===== config.mk =====
export PLATFORM = sky130hd
export DESIGN_NAME = bus_arbiter_3r_flat
export DESIGN_NICKNAME = d
export VERILOG_FILES = /design/src/rtl/proc_bus_pkg.sv /design/src/rtl/bus_arbiter_3r_if.sv /design/src/rtl/rr_pick3.sv /design/src/rtl/bus_arbiter_3r.sv /design/src/flat_wrapper.sv
export SDC_FILE = /design/constraint.sdc
export NUM_CORES = 1
export LEC_CHECK = 0
export BUFFER_PORTS_ARGS = -buffer_cell sky130_fd_sc_hd__buf_2
export CAP_MARGIN = 5
export CORE_UTILIZATION = 45
export DETAILED_ROUTE_END_ITERATION = 8
export GPL_TIMING_DRIVEN = 0
export PLACE_DENSITY = 0.8
export SLEW_MARGIN = 20
export SYNTH_ARGS = -nofsm -noshare
export SYNTH_HDL_FRONTEND = slang
export SYNTH_SLANG_ARGS = --single-unit

===== constraint.sdc =====
create_clock -name clk -period 3.4 [get_ports clk]
set_clock_uncertainty 0.2 [all_clocks]
set_input_delay 0.51 -clock clk [delete_from_list [all_inputs] [get_ports clk]]
set_output_delay 0.51 -clock clk [all_outputs]
set_load 0.005 [all_outputs]

===== src/rtl/proc_bus_pkg.sv =====
// Shared types and constants for the accumulator operand-bus arbiter.
package proc_bus_pkg;

  localparam int NUM_REQ = 3;

  typedef enum logic {
    IDLE = 1'b0,
    OWN  = 1'b1
  } state_t;

  localparam logic [1:0] SEL_A = 2'd0;
  localparam logic [1:0] SEL_B = 2'd1;
  localparam logic [1:0] SEL_C = 2'd2;

  // Arbitration result handed from the picker to the sequencer.
  typedef struct packed {
    logic       any;
    logic [1:0] idx;
  } pick_t;

  // Successor of a requester index in round-robin order (C wraps to A).
  function automatic logic [1:0] next_idx(input logic [1:0] i);
    return (i == SEL_C) ? SEL_A : i + 2'd1;
  endfunction

  // One-hot grant vector for a requester index.
  function automatic logic [2:0] onehot3(input logic [1:0] i);
    logic [2:0] v;
    v = 3'b000;
    unique case (i)
      SEL_B:   v = 3'b010;
      SEL_C:   v = 3'b100;
      default: v = 3'b001;
    endcase
    return v;
  endfunction

endpackage


===== src/rtl/bus_arbiter_3r_if.sv =====
// Requester/bus bundle for the 3-input operand bus arbiter.
interface bus_arbiter_3r_if #(
  parameter int DW = 4
);
  logic [2:0]    req;
  logic [DW-1:0] a_data;
  logic [DW-1:0] b_data;
  logic [DW-1:0] c_data;
  logic [2:0]    gnt;
  logic [1:0]    sel;
  logic [DW-1:0] bus_data;
  logic          bus_valid;
  logic          busy;

  // Requester side: drives requests and data, observes grant and bus.
  modport master (
    output req, a_data, b_data, c_data,
    input  gnt, sel, bus_data, bus_valid, busy
  );

  // Arbiter side.
  modport slave (
    input  req, a_data, b_data, c_data,
    output gnt, sel, bus_data, bus_valid, busy
  );
endinterface


===== src/rtl/rr_pick3.sv =====
// Combinational round-robin picker: first requester at or after ptr wins.
module rr_pick3
  import proc_bus_pkg::*;
(
  input  logic [2:0] req,
  input  logic [1:0] ptr,
  output logic [1:0] win,
  output logic       any
);

  logic [1:0] p0, p1, p2;

  // Rotate the priority order to start at ptr, then take the first hit.
  always_comb begin
    p0 = SEL_A;
    p1 = SEL_B;
    p2 = SEL_C;
    unique case (ptr)
      SEL_B: begin p0 = SEL_B; p1 = SEL_C; p2 = SEL_A; end
      SEL_C: begin p0 = SEL_C; p1 = SEL_A; p2 = SEL_B; end
      default: ;
    endcase
    any = |req;
    if (req[p0])      win = p0;
    else if (req[p1]) win = p1;
    else if (req[p2]) win = p2;
    else              win = p0;
  end

endmodule


===== src/rtl/bus_arbiter_3r.sv =====
// Round-robin arbiter/sequencer for the shared 3-input operand bus.
// Grants one requester at a time, registers the selected data onto the bus,
// and caps each tenure at MAX_BURST beats.
module bus_arbiter_3r
  import proc_bus_pkg::*;
#(
  parameter int DW        = 4,
  parameter int MAX_BURST = 4
) (
  input  logic             clk,
  input  logic             rst_n,
  bus_arbiter_3r_if.slave  bus
);

  localparam logic [3:0] BURST = 4'(MAX_BURST);

  state_t        state;
  logic [1:0]    ptr;
  logic [3:0]    cnt;
  logic [2:0]    gnt;
  logic [1:0]    sel;
  logic [DW-1:0] bus_data;
  logic          bus_valid;
  logic          busy;

  logic [DW-1:0] mux_data;
  logic [3:0]    cnt_inc;
  logic          beat;
  logic          last_beat;
  logic          rel;
  logic [1:0]    pick_ptr;
  pick_t         pick;

  // 3-to-1 operand mux driven by the registered select.
  always_comb begin
    unique case (sel)
      SEL_B:   mux_data = bus.b_data;
      SEL_C:   mux_data = bus.c_data;
      default: mux_data = bus.a_data;
    endcase
  end

  // Beat/release decode for the current owner (owner index is sel).
  always_comb begin
    cnt_inc   = cnt + 4'd1;
    beat      = (state == OWN) && (|(gnt & bus.req));
    last_beat = beat && (cnt_inc == BURST);
    rel       = (state == OWN) && (!beat || last_beat);
    // In IDLE arbitrate from the stored pointer; on release arbitrate from
    // the owner's successor, i.e. the pointer value being written this cycle.
    // A dropped owner is already masked because its req bit is low; a capped
    // owner stays eligible so a sole requester is simply re-granted.
    pick_ptr  = (state == OWN) ? next_idx(sel) : ptr;
  end

  rr_pick3 u_pick (
    .req (bus.req),
    .ptr (pick_ptr),
    .win (pick.idx),
    .any (pick.any)
  );

  // Sequencer: state, pointer, beat counter and all registered outputs.
  always_ff @(posedge clk or negedge rst_n) begin
    if (!rst_n) begin
      state     <= IDLE;
      ptr       <= SEL_A;
      cnt       <= 4'd0;
      gnt       <= 3'b000;
      sel       <= SEL_A;
      bus_data  <= '0;
      bus_valid <= 1'b0;
      busy      <= 1'b0;
    end else begin
      bus_valid <= 1'b0;
      unique case (state)
        IDLE: begin
          gnt <= 3'b000;
          if (pick.any) begin
            state <= OWN;
            busy  <= 1'b1;
            gnt   <= onehot3(pick.idx);
            sel   <= pick.idx;
            cnt   <= 4'd0;
          end
        end
        OWN: begin
          if (beat) begin
            bus_data  <= mux_data;
            bus_valid <= 1'b1;
            cnt       <= cnt_inc;
          end
          if (rel) begin
            ptr <= next_idx(sel);
            if (pick.any) begin
              gnt <= onehot3(pick.idx);
              sel <= pick.idx;
              cnt <= 4'd0;
            end else begin
              state <= IDLE;
              busy  <= 1'b0;
              gnt   <= 3'b000;
            end
          end
        end
        default: state <= IDLE;
      endcase
    end
  end

  assign bus.gnt       = gnt;
  assign bus.sel       = sel;
  assign bus.bus_data  = bus_data;
  assign bus.bus_valid = bus_valid;
  assign bus.busy      = busy;

endmodule


===== src/flat_wrapper.sv =====
// flat-port wrapper written by rule: the top's interface ports become plain ports
module bus_arbiter_3r_flat import proc_bus_pkg::*;
#(
  parameter int DW        = 4,
  parameter int MAX_BURST = 4
)
  (clk, rst_n, bus_req, bus_a_data, bus_b_data, bus_c_data, bus_gnt, bus_sel, bus_bus_data, bus_bus_valid, bus_busy);
  bus_arbiter_3r_if #(.DW(DW)) bus_i ();
  input  logic clk;
  input  logic rst_n;
  input wire logic [$bits(bus_i.req)-1:0] bus_req;
  input wire logic [$bits(bus_i.a_data)-1:0] bus_a_data;
  input wire logic [$bits(bus_i.b_data)-1:0] bus_b_data;
  input wire logic [$bits(bus_i.c_data)-1:0] bus_c_data;
  output wire logic [$bits(bus_i.gnt)-1:0] bus_gnt;
  output wire logic [$bits(bus_i.sel)-1:0] bus_sel;
  output wire logic [$bits(bus_i.bus_data)-1:0] bus_bus_data;
  output wire logic [$bits(bus_i.bus_valid)-1:0] bus_bus_valid;
  output wire logic [$bits(bus_i.busy)-1:0] bus_busy;
  assign bus_i.req = bus_req;
  assign bus_i.a_data = bus_a_data;
  assign bus_i.b_data = bus_b_data;
  assign bus_i.c_data = bus_c_data;
  assign bus_gnt = bus_i.gnt;
  assign bus_sel = bus_i.sel;
  assign bus_bus_data = bus_i.bus_data;
  assign bus_bus_valid = bus_i.bus_valid;
  assign bus_busy = bus_i.busy;
  bus_arbiter_3r #(.DW(DW), .MAX_BURST(MAX_BURST)) u_core (.clk(clk), .rst_n(rst_n), .bus(bus_i));
endmodule

==> summary.md <==
| Metric | Value |
|---|---|
| Tot GR Track Use | 0.1909 |
| Finished Core Util | 0.5754 |
| Path depth of the worst reg2reg path | 11 |
| #FFs+latches synth | 18 |
| Syn. warnings | 0 |
| Layout fillers | 212 |
| WL met2 | 1181 microns |
| Nets | 174 |
| Pin count of the biggest net entering global routing | 19 |
| Hold_ws | 0.2842 ns |
| Post-DRT Antenna Nets | 0 |
| Crit Path Class | reg2reg |
| Initial antenna violation count | 0 |
| Gp weighted congestion | 0.7854 |
| Die Height | 51.04 microns |
| Vias per cell | 5.426 |
| CTS clk-pin slew, worst paths | 0.09 ns |
| IO buf count | 27 |
| Crit path buf inv count | 3 |
| Final setup TNS | 0 ns |
| Pre-CTS setup slack | 0.6038 ns |
| Final period utilization | 0.8326 |
| Num ports | 28 |
| Hold depth | 2 |
| Final worst slack | 0.5691 ns |
| H-tree depth | 1 |
| CTS tree | built |
| Area delta synth->final | 18.73% |
| Via count | 955 |
| Vias in the first global route | 929 |
| CTS Buf Count | 3 |
| Routed len/inst | 12.55 microns |
| Crit path DAT | 2.78 ns |
| Reg area | 450.4 sq um |
| Post-CTS Resized | 0 |
| Crit path max fanout | 8 |
| P_leak | 0.6460 nW |
| Slew @ Worst Pin | 0.5918 ns |
| Crit path max-delay cell type | or4b_1 |
| DRT met1 WL | 943 microns |
| Hold_sp | u_core.bus.bus_data[2]$_DFFE_PN0P_ |
| Post-Layout Cell Count | 176 |
| GRT overflow | 0 |
| CP top delay family | simple AND/OR/NAND/NOR gates |
| Post-Syn Area per Cell | 9.250 sq um |
| DRT iter0 DRCs | 12 |
| Clock Latency Late Sink | 0.28 ns |
| Crit end category | flip-flop |
| Highest Signal Layer | met4 |
| Hold Fails Final Rpt | 0 |
| CP peak stage delay | 0.48 ns |
| Mapped Area | 0.001082 sq mm |
| Syn nets | 141 |
| Peak supply drop | 405.2 uV |
| Gate count of the mapped netlist | 117 |
| Layout cell share with drive strength beyond 1 | 0.2432 |
| Met3 wire length | 52 microns |
| Final count of pins violating max slew | 0 |
| Tmin final | 2.831 ns |
| Worst Hold Path EP | u_core.bus.bus_data[2]$_DFFE_PN0P_ |
| Total die area | 0.002605 sq mm |
| Cell Pwr Density | 707.4 mW/mm^2 |
| Die Width | 51.04 microns |
| Initial Utilization | 0.4846 |
| Hpwl dp | 1778 microns |
| Final cell area excluding filler cells | 0.001285 sq mm |
| FF-to-FF End | u_core.bus.gnt[0]$_DFFE_PN0P_ |
| Global-route wire length before repair | 3760 microns |
| F_max | 353.2 MHz |
| Worst Hold Class | reg2reg |
| CP required | 3.35 ns |
| Max transition margin | 0.6055 |
| CTS max path bufs | 2 |
| CP startpoint kind | flip-flop |
| Worst path depth | 11 |
| R2R Setup Slk | 0.57 ns |
| Final wirelength | 2209 microns |
| Clk root buf | clkbuf_4 |
| Area of the multi-input gates | 589.3 sq um |
| Clock sinks | 18 |
| Worst path cell trace | inv_1, ha_1, mux2_2, inv_1, ha_1, clkbuf_1, a21boi_1, o21ai_1, or4b_1, nor2_1, o41ai_1 |
| Outcome | complete, no violations |
| Seq/Total Area, Yosys | 0.4162 |
| RSZ-0062 raised after global routing | no |
| Post-synth cell types | 39 |
| Core area | 0.002233 sq mm |
| Placed cell areas | 0.001252 sq mm |
| Power Total | 0.9090 mW |
| Max-Cap Viols | 0 |
| 1st-pass router iterations | 4 |
| Final setup fails | 0 |
| Site Rows | 17 |
| DRC violations left | 0 |
| R2r startpoint | u_core.bus.sel[1]$_DFFE_PN0P_ |
| Placed insts | 172 |
| Diodes inserted | 0 |
-- how the worst max path moves through the flow --
stage | startpoint | end
global placement | u_core.bus.sel[1]$_DFFE_PN0P_ | u_core.bus.gnt[0]$_DFFE_PN0P_
floorplan | u_core.bus.sel[1]$_DFFE_PN0P_ | u_core.bus.gnt[0]$_DFFE_PN0P_
detailed placement | u_core.bus.sel[1]$_DFFE_PN0P_ | u_core.bus.gnt[0]$_DFFE_PN0P_
CTS | u_core.bus.sel[1]$_DFFE_PN0P_ | u_core.bus.gnt[0]$_DFFE_PN0P_
global route | u_core.bus.sel[1]$_DFFE_PN0P_ | u_core.bus.gnt[0]$_DFFE_PN0P_
finish | u_core.bus.sel[1]$_DFFE_PN0P_ | u_core.bus.gnt[0]$_DFFE_PN0P_
-- area by class of cell --
| cell class | count | share of cell area |
|---|---|---|
| Clock buffer | 3 | 0.01753 |
| Multi-Input combinational cell | 88 | 0.4586 |
| Timing Repair Buffer | 28 | 0.1130 |
| Inverter | 9 | 0.02629 |
| Sequential cell | 18 | 0.3505 |
| Buffer | 2 | 0.006816 |
| Tap cell | 28 | 0.02726 |
-- cell families (layout without fill, tap and decap cells) --
logic type | count (synthesis) | after routing | share of synthesized area
AO/OA/AOI/OAI | 36 | 36 | 0.2220
adder cells (fa/ha/maj) | 7 | 7 | 0.08092
buffers and inverters | 11 | 42 | 0.03930
flip-flops | 18 | 18 | 0.4162
multiplexers | 5 | 5 | 0.04971
AND/OR/NAND/NOR | 40 | 40 | 0.1919
-- flip-flops by register name, summed over array words and instances (netlist names) --
register / cells
u_core.bus.bus_valid: 1
u_core.state: 1
u_core.ptr: 2
u_core.cnt: 4
u_core.bus.busy: 1
u_core.bus.bus_data: 4
u_core.bus.gnt: 3
u_core.bus.sel: 2
-- routing by layer --
metal / global-route usage / vias to the layer above
met5: 0 / -
met4: 0.08796 / 0
met3: 0.01786 / 4
met2: 0.3684 / 18
met1: 0.2049 / 446
li1: - / 487
-- layout by cell type, fill, tap and decap left out, types with 2 or more instances in the layout --
cell	n
dfrtp_1	18
o21bai_1	2
a21oi_1	2
nand2b_1	2
mux2i_1	2
nand3_1	2
inv_1	8
clkbuf_4	3
ha_1	7
o211ai_1	2
a22oi_1	5
a21o_1	2
nor2_1	7
buf_2	28
o21ai_0	9
nor3_1	2
mux2_1	2
a22o_1	2
nand2_1	17
o21ai_1	5
-- cell usage after synthesis, drive strengths merged --
| cell type | count | area share |
|---|---|---|
| a211oi | 1 | 0.0069 |
| a21boi | 1 | 0.0069 |
| a21o | 2 | 0.014 |
| a21oi | 3 | 0.017 |
| a222oi | 1 | 0.0092 |
| a22o | 2 | 0.016 |
| a22oi | 5 | 0.035 |
| a32o | 1 | 0.0092 |
| and2 | 1 | 0.0058 |
| buf | 1 | 0.0046 |
| clkbuf | 1 | 0.0035 |
| dfrtp | 18 | 0.42 |
| ha | 7 | 0.081 |
| inv | 9 | 0.031 |
| mux2 | 3 | 0.031 |
| mux2i | 2 | 0.018 |
| nand2 | 17 | 0.059 |
| nand2b | 2 | 0.012 |
| nand3 | 2 | 0.0092 |
| nand4 | 1 | 0.0058 |
| nor2 | 7 | 0.024 |
| nor2b | 1 | 0.0058 |
| nor3 | 4 | 0.034 |
| nor3b | 1 | 0.0069 |
| nor4b | 1 | 0.0081 |
| o211ai | 2 | 0.014 |
| o21ai | 14 | 0.065 |
| o21bai | 2 | 0.014 |
| o31ai | 1 | 0.0069 |
| o41ai | 1 | 0.0081 |
| or2 | 1 | 0.0058 |
| or4 | 1 | 0.0069 |
| or4b | 1 | 0.0092 |
-- report_power, final --
group | switching [mW] | internal [mW] | total (mW)
combinational | 0.267 | 0.211 | 0.478
clock | 0.0577 | 0.0410 | 0.0987
sequential | 0.0451 | 0.287 | 0.332
-- tightest hold or removal path, cell delays in order, from the launching register on --
cell	delay [ns]
dfrtp_1	0.35
nand2_1	0.04
o21ai_0	0.06
-- repair_timing --
action / CTS / global route
buffers inserted: 0 / 0
hold endpoints to repair: 18 / 0
hold buffers: 1 / 0
setup endpoints to repair: 0 / 0
No activity file was read; power rests on OpenSTA's default activity.
